$ cat config.mk
export PLATFORM = sky130hd
export DESIGN_NAME = bcd_countdown
export DESIGN_NICKNAME = d
export VERILOG_FILES = /design/src/rtl/bcd_countdown_pkg.sv /design/src/rtl/bcd_digit_dec.sv /design/src/rtl/bcd_countdown.sv
export SDC_FILE = /design/constraint.sdc
export NUM_CORES = 1
export LEC_CHECK = 0
export CAP_MARGIN = 40
export CORE_MARGIN = 10
export CORE_UTILIZATION = 35
export DETAILED_ROUTE_END_ITERATION = 10
export PLACE_DENSITY_LB_ADDON = 0.1
export SYNTH_ARGS = -nofsm -noshare
export SYNTH_HDL_FRONTEND = slang
export SYNTH_SLANG_ARGS = --single-unit
$ cat constraint.sdc
create_clock -name Clk -period 3.9 [get_ports Clk]
set_input_delay 0.78 -clock Clk [delete_from_list [all_inputs] [get_ports Clk]]
set_output_delay 0.78 -clock Clk [all_outputs]
set_load 0.005 [all_outputs]
$ cat src/rtl/bcd_countdown_pkg.sv
// bcd_countdown_pkg: shared types and helpers for the BCD mm:ss countdown.
//   state_t   - countdown FSM states
//   RES_*     - round outcome codes driven on the result port
//   wrap_lim  - value a digit takes when it underflows (9 for units, 5 for tens)
package bcd_countdown_pkg;

    typedef enum logic [1:0] {
        IDLE  = 2'd0,
        RUN   = 2'd1,
        PAUSE = 2'd2,
        DONE  = 2'd3
    } state_t;

    localparam logic [1:0] RES_NONE    = 2'd0;
    localparam logic [1:0] RES_DEFUSED = 2'd1;
    localparam logic [1:0] RES_TIMEOUT = 2'd2;
    localparam logic [1:0] RES_STRIKES = 2'd3;

    // Even-indexed digits are units (0..9), odd-indexed digits are tens (0..5).
    function automatic logic [3:0] wrap_lim(input int i);
        return (i % 2 == 1) ? 4'd5 : 4'd9;
    endfunction

endpackage

$ cat src/rtl/bcd_digit_dec.sv
// bcd_digit_dec: one stage of the BCD borrow chain.
//   digit      - current BCD digit
//   borrow_in  - decrement request from the lower digits
//   lim        - value to wrap to on underflow
//   next_digit - digit after the (possible) decrement
//   borrow_out - this digit underflowed, so the next digit must decrement
//   zero       - digit is currently zero
module bcd_digit_dec
    import bcd_countdown_pkg::*;
(
    input  logic [3:0] digit,
    input  logic       borrow_in,
    input  logic [3:0] lim,
    output logic [3:0] next_digit,
    output logic       borrow_out,
    output logic       zero
);

    assign zero       = (digit == 4'd0);
    assign borrow_out = zero & borrow_in;

    always_comb begin
        next_digit = digit;
        if (borrow_in) begin
            next_digit = zero ? lim : digit - 4'd1;
        end
    end

endmodule

$ cat src/rtl/bcd_countdown.sv
// bcd_countdown: BCD mm:ss countdown with prescaler, strikes and round outcome.
//   Clk        - system clock (single domain)
//   reset      - asynchronous, active-low
//   start      - pulse; load START_VAL and begin a round (IDLE/DONE only)
//   pause      - level; freeze the count while high
//   strike     - pulse; record one strike (RUN/PAUSE only)
//   defuse     - pulse; end the round as defused (RUN/PAUSE only)
//   num        - current BCD digits, digit 0 = seconds units
//   tick       - one-cycle pulse in the cycle the digits change
//   dot        - colon blink: high for the first half of each period in RUN, else high
//   running    - high in RUN
//   strike_cnt - strikes recorded this round
//   result     - round outcome (RES_* codes)
module bcd_countdown
    import bcd_countdown_pkg::*;
#(
    parameter int                NDIG        = 4,
    parameter logic [4*NDIG-1:0] START_VAL   = 16'h0500,
    parameter int                TICK_DIV    = 1000,
    parameter int                MAX_STRIKES = 3
) (
    input  logic              Clk,
    input  logic              reset,
    input  logic              start,
    input  logic              pause,
    input  logic              strike,
    input  logic              defuse,
    output logic [4*NDIG-1:0] num,
    output logic              tick,
    output logic              dot,
    output logic              running,
    output logic [2:0]        strike_cnt,
    output logic [1:0]        result
);

    localparam int PW = $clog2(TICK_DIV + 1);

    // Tick period for a given strike count: TICK_DIV halved per strike, floored at 1.
    function automatic logic [PW-1:0] period_of(input logic [2:0] s);
        logic [PW-1:0] p;
        p = PW'(TICK_DIV >> s);
        if (p == '0) begin
            p = PW'(1);
        end
        return p;
    endfunction

    state_t            state, state_n;
    logic [PW-1:0]     presc, presc_n, period;
    logic [4*NDIG-1:0] num_n, num_dec;
    logic [2:0]        strike_n;
    logic [1:0]        result_n;
    logic              tick_n, dot_n;

    logic [NDIG:0]     borrow;
    logic [NDIG-1:0]   zero;
    logic              at_zero, will_zero;

    // Borrow chain: digit 0 always receives the decrement request.
    assign borrow[0] = 1'b1;

    for (genvar i = 0; i < NDIG; i++) begin : g_dig
        bcd_digit_dec u_dig (
            .digit      (num[4*i +: 4]),
            .borrow_in  (borrow[i]),
            .lim        (wrap_lim(i)),
            .next_digit (num_dec[4*i +: 4]),
            .borrow_out (borrow[i+1]),
            .zero       (zero[i])
        );
    end

    // The chain only borrows out of the top digit when every digit is zero.
    assign at_zero   = borrow[NDIG];
    // Decrement lands on all-zeros exactly when the units digit goes 1 -> 0
    // and every higher digit is already zero.
    assign will_zero = !zero[0] && (num_dec[3:0] == 4'd0) && (&zero[NDIG-1:1]);

    assign period = period_of(strike_cnt);

    always_comb begin
        state_n  = state;
        presc_n  = presc;
        num_n    = num;
        strike_n = strike_cnt;
        result_n = result;
        tick_n   = 1'b0;

        unique case (state)
            IDLE, DONE: begin
                if (start) begin
                    state_n  = RUN;
                    num_n    = START_VAL;
                    presc_n  = '0;
                    strike_n = '0;
                    result_n = RES_NONE;
                end
            end
            RUN, PAUSE: begin
                if (strike) begin
                    strike_n = strike_cnt + 3'd1;
                end
                if (defuse) begin
                    // Defuse outranks a coincident strike, which is dropped.
                    state_n  = DONE;
                    result_n = RES_DEFUSED;
                    strike_n = strike_cnt;
                end else if (strike && (strike_n == 3'(MAX_STRIKES))) begin
                    state_n  = DONE;
                    result_n = RES_STRIKES;
                end else if (state == RUN) begin
                    // >= rather than == so a shortened period wraps at once.
                    if (presc >= period - PW'(1)) begin
                        presc_n = '0;
                        if (at_zero) begin
                            state_n  = DONE;
                            result_n = RES_TIMEOUT;
                        end else begin
                            tick_n = 1'b1;
                            num_n  = num_dec;
                            if (will_zero) begin
                                state_n  = DONE;
                                result_n = RES_TIMEOUT;
                            end
                        end
                    end else if (pause) begin
                        state_n = PAUSE;
                    end else begin
                        presc_n = presc + PW'(1);
                    end
                end else if (!pause) begin
                    // Resume with the prescaler exactly where it was frozen.
                    state_n = RUN;
                end
            end
        endcase

        // dot is registered, so it is derived from the values about to be loaded.
        dot_n = 1'b1;
        if (state_n == RUN) begin
            dot_n = (presc_n < (period_of(strike_n) >> 1));
        end
    end

    always_ff @(posedge Clk or negedge reset) begin
        if (!reset) begin
            state      <= IDLE;
            presc      <= '0;
            num        <= START_VAL;
            strike_cnt <= '0;
            result     <= RES_NONE;
            tick       <= 1'b0;
            dot        <= 1'b1;
            running    <= 1'b0;
        end else begin
            state      <= state_n;
            presc      <= presc_n;
            num        <= num_n;
            strike_cnt <= strike_n;
            result     <= result_n;
            tick       <= tick_n;
            dot        <= dot_n;
            running    <= (state_n == RUN);
        end
    end

endmodule

==> Word level (Yosys, flattened, before mapping) <==
Cells that the tools add are included.
{ "totals": {"register_bits": 36, "out_inout_bits": 24, "word_cells": 116} }
{ "op_classes": {"add_sub_neg": 7, "n_lt_le_gt_ge": 2, "eq_ne": 17, "shift": 2, "mux": 54, "n_bitwise": 3, "n_reduce_logical": 20} }
{ "ops": {"columns": ["op", "n"], "rows": [
  ["two-way mux 16 bit", 6],
  ["two-way mux 10 bit", 9],
  ["two-way mux 2 bit", 16],
  ["case mux 16 bit (2 select lines)", 1],
  ["two-way mux 4 bit", 7],
  ["AND reduction 7 bit", 3],
  ["zero test 10 bit", 2],
  ["zero test 4 bit", 5],
  ["case mux 10 bit (2 select lines)", 1],
  [">> shifter 10 x 3 -> 10 bit, first input constant", 2],
  ["subtractor 4 x 1 -> 4 bit, second input constant", 4],
  ["two-way mux 3 bit", 4],
  ["inequality test 2 bit, second input constant", 6],
  ["adder 10 x 1 -> 10 bit, second input constant", 1],
  ["greater-or-equal comparator 10 bit", 1],
  ["less-than comparator 10 x 9 -> 1 bit", 1],
  ["subtractor 10 x 1 -> 10 bit, second input constant", 1],
  ["inequality test 4 bit, second input constant", 2],
  ["case mux 2 bit (2 select lines)", 2],
  ["two-way mux 1 bit", 7],
  ["inequality test 2 x 1 -> 1 bit, second input constant", 3],
  ["case mux 3 bit (2 select lines)", 1],
  ["AND reduction 6 bit", 1],
  ["inequality test 5 bit, second input constant", 1],
  ["11 further kinds", 18]
]} }

==> Longest topological paths before layout <==
{ "logic_depth": {"ltp_word": 16, "ltp_mapped": 22, "depth_no_buf": 21} }

==> Hierarchy <==
From an unflattened synthesis, not the netlist that was laid out.
{ "hier_totals": {"cells_unflattened": 374, "area_unflattened_um2": 3164.3} }
{ "modules_own_cells": {"columns": ["mod", "instances", "cells_each", "area_per_inst_um2"], "rows": [
  ["bcd_countdown", 1, 286, 2566.2],
  ["bcd_digit_dec (g_dig[0].u_dig ...)", 3, 22, 148.9],
  ["bcd_digit_dec (g_dig[3].u_dig)", 1, 22, 151.4]
]} }

==> Least setup slack after synthesis <==
OpenSTA, ideal clock, no wires.
{ "synth_path": {"path_kind": "reg2reg", "from": "reg strike_cnt[0]", "to": "reg dot", "t_arrival_ns": 4.191, "slack_ns": -0.372, "path_stages_with_launch": 22, "period_less_slack_ns": 4.272, "path_cell_list": "dfrtp_1 inv_1 ha_1 mux2_2 ha_1 nand3_1 xor2_1 o21ai_0 ha_1 nand2_1 nor3_1 a211oi_1 a21o_1 buf_2 and3_1 a211o_1 ha_1 and4_1 a221o_1 a21oi_1 o211ai_1 o211ai_1"} }
{ "synth_via": {"elab_chain_len": 12, "elab_cells_between_ends": 30, "cone_classes": "2 x add/sub; 2 x order compare; 2 x eq/ne; 2 x shift; 19 x mux; 3 x reduce/logical"} }
{ "synth_lines": {"columns": ["item", "line_no", "rtl"], "rows": [
  ["start: declaration", "bcd_countdown.sv:32", "output logic [2:0] strike_cnt,"],
  ["start signal: assignment", "bcd_countdown.sv:159", "strike_cnt <= strike_n;"],
  [">> shifter 10 x 3 -> 10 bit", "bcd_countdown.sv:41", "p = PW'(TICK_DIV >> s);"],
  ["zero test 10 bit", "bcd_countdown.sv:42", "if (p == '0) begin"],
  ["two-way mux 10 bit", "bcd_countdown.sv:42", null],
  ["subtractor 10 x 1 -> 10 bit", "bcd_countdown.sv:113", "if (presc >= period - PW'(1)) begin"],
  ["greater-or-equal comparator 10 bit", "bcd_countdown.sv:113", null],
  ["two-way mux 10 bit", "bcd_countdown.sv:113", null],
  ["two-way mux 10 bit", "bcd_countdown.sv:111", "end else if (state == RUN) begin"],
  ["two-way mux 10 bit (*)", "bcd_countdown.sv:108", "end else if (strike && (strike_n == 3'(MAX_STRIKES))) begin"],
  ["two-way mux 10 bit (*)", "bcd_countdown.sv:103", "if (defuse) begin"],
  ["case mux 10 bit (2 select lines) (*)", "bcd_countdown.sv:89", "unique case (state)"],
  ["via presc_n[4]", "bcd_countdown.sv:49", "logic [PW-1:0] presc, presc_n, period;"],
  ["less-than comparator 10 x 9 -> 1 bit (*)", "bcd_countdown.sv:141", "dot_n = (presc_n < (period_of(strike_n) >> 1));"],
  ["two-way mux 1 bit (*)", "bcd_countdown.sv:140", "if (state_n == RUN) begin"],
  ["via dot_n", "bcd_countdown.sv:53", "logic tick_n, dot_n;"],
  ["end signal: assignment", "bcd_countdown.sv:162", "dot <= dot_n;"],
  ["end: declaration", "bcd_countdown.sv:30", "output logic dot,"]
]} }
The timed path passes the listed nets; every way through them passes the cells marked *. The select of a mux whose other input is x is not followed.
A chain may end at the register's enable or synchronous reset.

==> Worst setup path after layout <==
{ "layout_path": {"from": "reg strike_cnt[1]", "to": "reg dot"} }
Same word-level chain as after synthesis.

==> flow_metrics.env <==
export IMPL_status="finished with violations"
export IMPL_violations="negative setup slack"
export IMPL_drv_slew=0
export IMPL_grtUsageTotal=0.1321
export IMPL_cts_root_buf="clkbuf_8"
export IMPL_n_antenna_cell=0
export IMPL_ys_seq_elements=36
export IMPL_wl_mm=8.472
export IMPL_r2r_cells=23
export IMPL_reg2reg_slack_ps=-130
export IMPL_antenna_found_initial=0
export IMPL_min_path_type="input pin to async pin"
export IMPL_clock_skew_final_ps=15.80
export IMPL_period_share=1.034
export IMPL_gr_total_overflow=0
export IMPL_clk_insertion_delay_late_ps=300
export IMPL_fp_coreArea_sq_um=8299
export IMPL_slowest_stage="dfrtp_1"
export IMPL_yosysUniqueCellTypes=64
export IMPL_worst_path_buf_inv=3
export IMPL_fin_nets=466
export IMPL_cp_start_kind="register"
export IMPL_netlist_area_sq_um=3025
export IMPL_drt_iter0_markers=204
export IMPL_portBuffers=29
export IMPL_maxCapViolCount=0
export IMPL_synth_edff_count=0
export IMPL_grt_pass1_vias=2748
export IMPL_fin_ws_ps=-134.2
export IMPL_p_leak_nw=1.820
export IMPL_path_class="register to register"
export IMPL_clk_pin_slew_ps=70
export IMPL_drt_pass1_iter_count=4
export IMPL_finalInstanceArea_sq_um=3989
export IMPL_start_util=0.3645
export IMPL_async_reset_ff_frac=1.000
export IMPL_placed_cell_area_sq_um=3765
export IMPL_fin_setup_tns_ps=-134.2
export IMPL_hpwl_mm=6.445
export IMPL_antenna_left=0
export IMPL_fp_dieW_um=113.0
export IMPL_cp_top_family="simple AND/OR/NAND/NOR gates"
export IMPL_yosysWarnings=0
export IMPL_crit_arrival_ps=4250
export IMPL_worstPathMaxFanout=4
export IMPL_tightest_slew_ps=668.1
export IMPL_die_h_um=113.0
export IMPL_grt_pass1_wl_mm=13.97
export IMPL_ys_seq_area_frac=0.2990
export IMPL_drc_errors=0
export IMPL_max_freq_ghz=0.2479
export IMPL_timing_rr_start="strike_cnt[1]"
export IMPL_avgSynthCellArea_sq_um=8.595
export IMPL_rsz0062_at_grt="yes"
export IMPL_p_per_area_nw_per_um2=726.1
export IMPL_cts_buffers=5
export IMPL_io_pins=30
export IMPL_fin_util=0.4806
export IMPL_placed_cells=516
export IMPL_crit_required_ps=4110
export IMPL_worstPathCellList="ha_2 > inv_2 > mux2_4 > ha_4 > nand3_2 > xor2_1 > o21ai_1 > ha_1 > nand2_2 > nor3_2 > nor3_2 > buf_4 > a21oi_4 > or3_1 > o21ai_1 > buf_4 > ha_1 > and3_4 > a41oi_2 > nor2_1 > a21oi_1 > o211ai_1 > o211ai_1"
export IMPL_relSlewSlack=0.5546
export IMPL_max_stage_delay_ps=420
export IMPL_synthFlopType="dfrtp_1"
export IMPL_ir_worst_vdd_v=0.0002198
export IMPL_row_count=33
export IMPL_cts_buffer_depth=2
export IMPL_num_vias=2852
export IMPL_syn2layout_area_growth_pct=31.84
export IMPL_clock_sinks=36
export IMPL_stdcell_count=532
export IMPL_finalSetupViolCount=1
export IMPL_grt_max_degree=28
export IMPL_avgRoutedWirePerCell_um=15.92
export IMPL_endpoint_kind="register"
export IMPL_total_power_mw=2.896
export IMPL_cts_tree="built"
export IMPL_finalHoldViolCount=0
export IMPL_synthesis_nets=392
export IMPL_drive_above_1_share=0.2506
export IMPL_gp_congestion=0.8512
export IMPL_htree_levels=2
export IMPL_final_min_clock_period_ps=4034
export IMPL_dieArea_sq_um=12760
export IMPL_viasPerCell=5.361
export IMPL_cts_hold_buf=0
export IMPL_r2r_end="dot"
export IMPL_num_fill_cells=790
export IMPL_netlist_instances=352
## worst reg2reg max path, cell delays in order (launching register included)
cell and delay, ps:
dfrtp_1 420, ha_2 220, inv_2 40, mux2_4 270, ha_4 170, nand3_2 70, xor2_1 150, o21ai_1 80
ha_1 280, nand2_2 100, nor3_2 60, nor3_2 250, buf_4 170, a21oi_4 50, or3_1 360, o21ai_1 110
buf_4 140, ha_1 230, and3_4 170, a41oi_2 190, nor2_1 60, a21oi_1 110, o211ai_1 100, o211ai_1 180
## worst max-delay path by stage
stage                        startpoint   to  slack (ps)  depth (start not counted)
after floorplan           strike_cnt[1]  dot           3                         21
final                     strike_cnt[1]  dot        -130                         23
after global placement    strike_cnt[1]  dot        -100                         20
after detailed placement  strike_cnt[1]  dot        -190                         20
after CTS                 strike_cnt[1]  dot        -120                         22
after global routing      strike_cnt[1]  dot        -380                         22
## where the power goes
part           leakage (nW)  internal, mW  switching, mW
clock                0.0552         0.190          0.148
sequential            0.459         0.474          0.122
combinational          1.31         0.964          0.999
## stage by stage
stage	worst slack [ps]	hold WS, ps
floorplan	2.889	480.1
global placement	-98.42	490.4
detailed placement	-193.5	496.8
CTS	-116.1	349.8
global route	-376.8	361.4
finish	-134.2	352.3
## layout make-up
| type | instances | area, sq um | area share |
|---|---|---|---|
| timing repair buffer | 82 | 703.2 | 0.1763 |
| multi-input combinational | 273 | 2036 | 0.5104 |
| sequential | 36 | 905.9 | 0.2271 |
| clock inverter | 2 | 35.03 | 0.008783 |
| clock buffer | 6 | 72.57 | 0.01819 |
| tap | 105 | 131.4 | 0.03294 |
| inverter | 28 | 105.1 | 0.02635 |
## state kept, by name, indices dropped and copies added, names as in the netlist
register	count
strike_cnt	3
state	2
presc	10
num	16
running	1
tick	1
result	2
dot	1
## kinds of logic after synthesis
family,share of synthesized area
mux,0.02150
buf+inv,0.06038
simple gates,0.2192
compound gates,0.2448
xor+xnor,0.01448
fa+ha+maj,0.1406
flops,0.2990
## repair_timing
item | in CTS | in global routing
pin swaps | 10 | 2
buffers inserted | 7 | 1
setup endpoints to repair | 1 | 1
gates cloned | 0 | 0
resized for setup | 15 | 0
## synth_stat cells (7+ instances only)
| master | number | area [sq um] |
|---|---|---|
| ha_1 | 34 | 425.4 |
| dfrtp_1 | 33 | 825.8 |
| nor2_1 | 31 | 116.4 |
| inv_1 | 28 | 105.1 |
| a21oi_1 | 26 | 130.1 |
| nand2_1 | 24 | 90.09 |
| o21ai_0 | 17 | 85.08 |
| nor3_1 | 12 | 60.06 |
| nand3_1 | 10 | 50.05 |
| a211oi_1 | 7 | 52.55 |
| a31oi_1 | 7 | 43.79 |
| clkbuf_1 | 7 | 26.28 |
## metal layers
metal	track usage	share of wire	up-vias	wire, um
li1	-	-	1442	-
met1	0.1822	0.50	1360	4256
met2	0.1993	0.44	43	3740
met3	0.03117	0.046	7	390
met4	0.03723	0.010	0	85
met5	0	0	-	0
## placed cells by master (no fill, tap or decap), types with 3 or more instances in the layout
master and count:
buf_4 50, dfrtp_1 32, nor2_1 31, ha_1 31, clkdlybuf4s50_1 28, inv_1 24, a21oi_1 24, nand2_1 23
o21ai_0 15, nor3_1 9, nand3_1 8, nand2b_1 6, o21a_1 6, a31oi_1 6, a211oi_1 6, o22a_1 5
clkbuf_8 5, nor2b_1 4, inv_2 4, nand4_1 4, a21o_2 4, or3_1 4, a211o_1 4, a21o_1 4
nor4_1 4, xor2_1 3, and2_1 3, mux2_2 3, a221o_1 3, dfstp_2 3
Power figures use the tool's default switching activity.
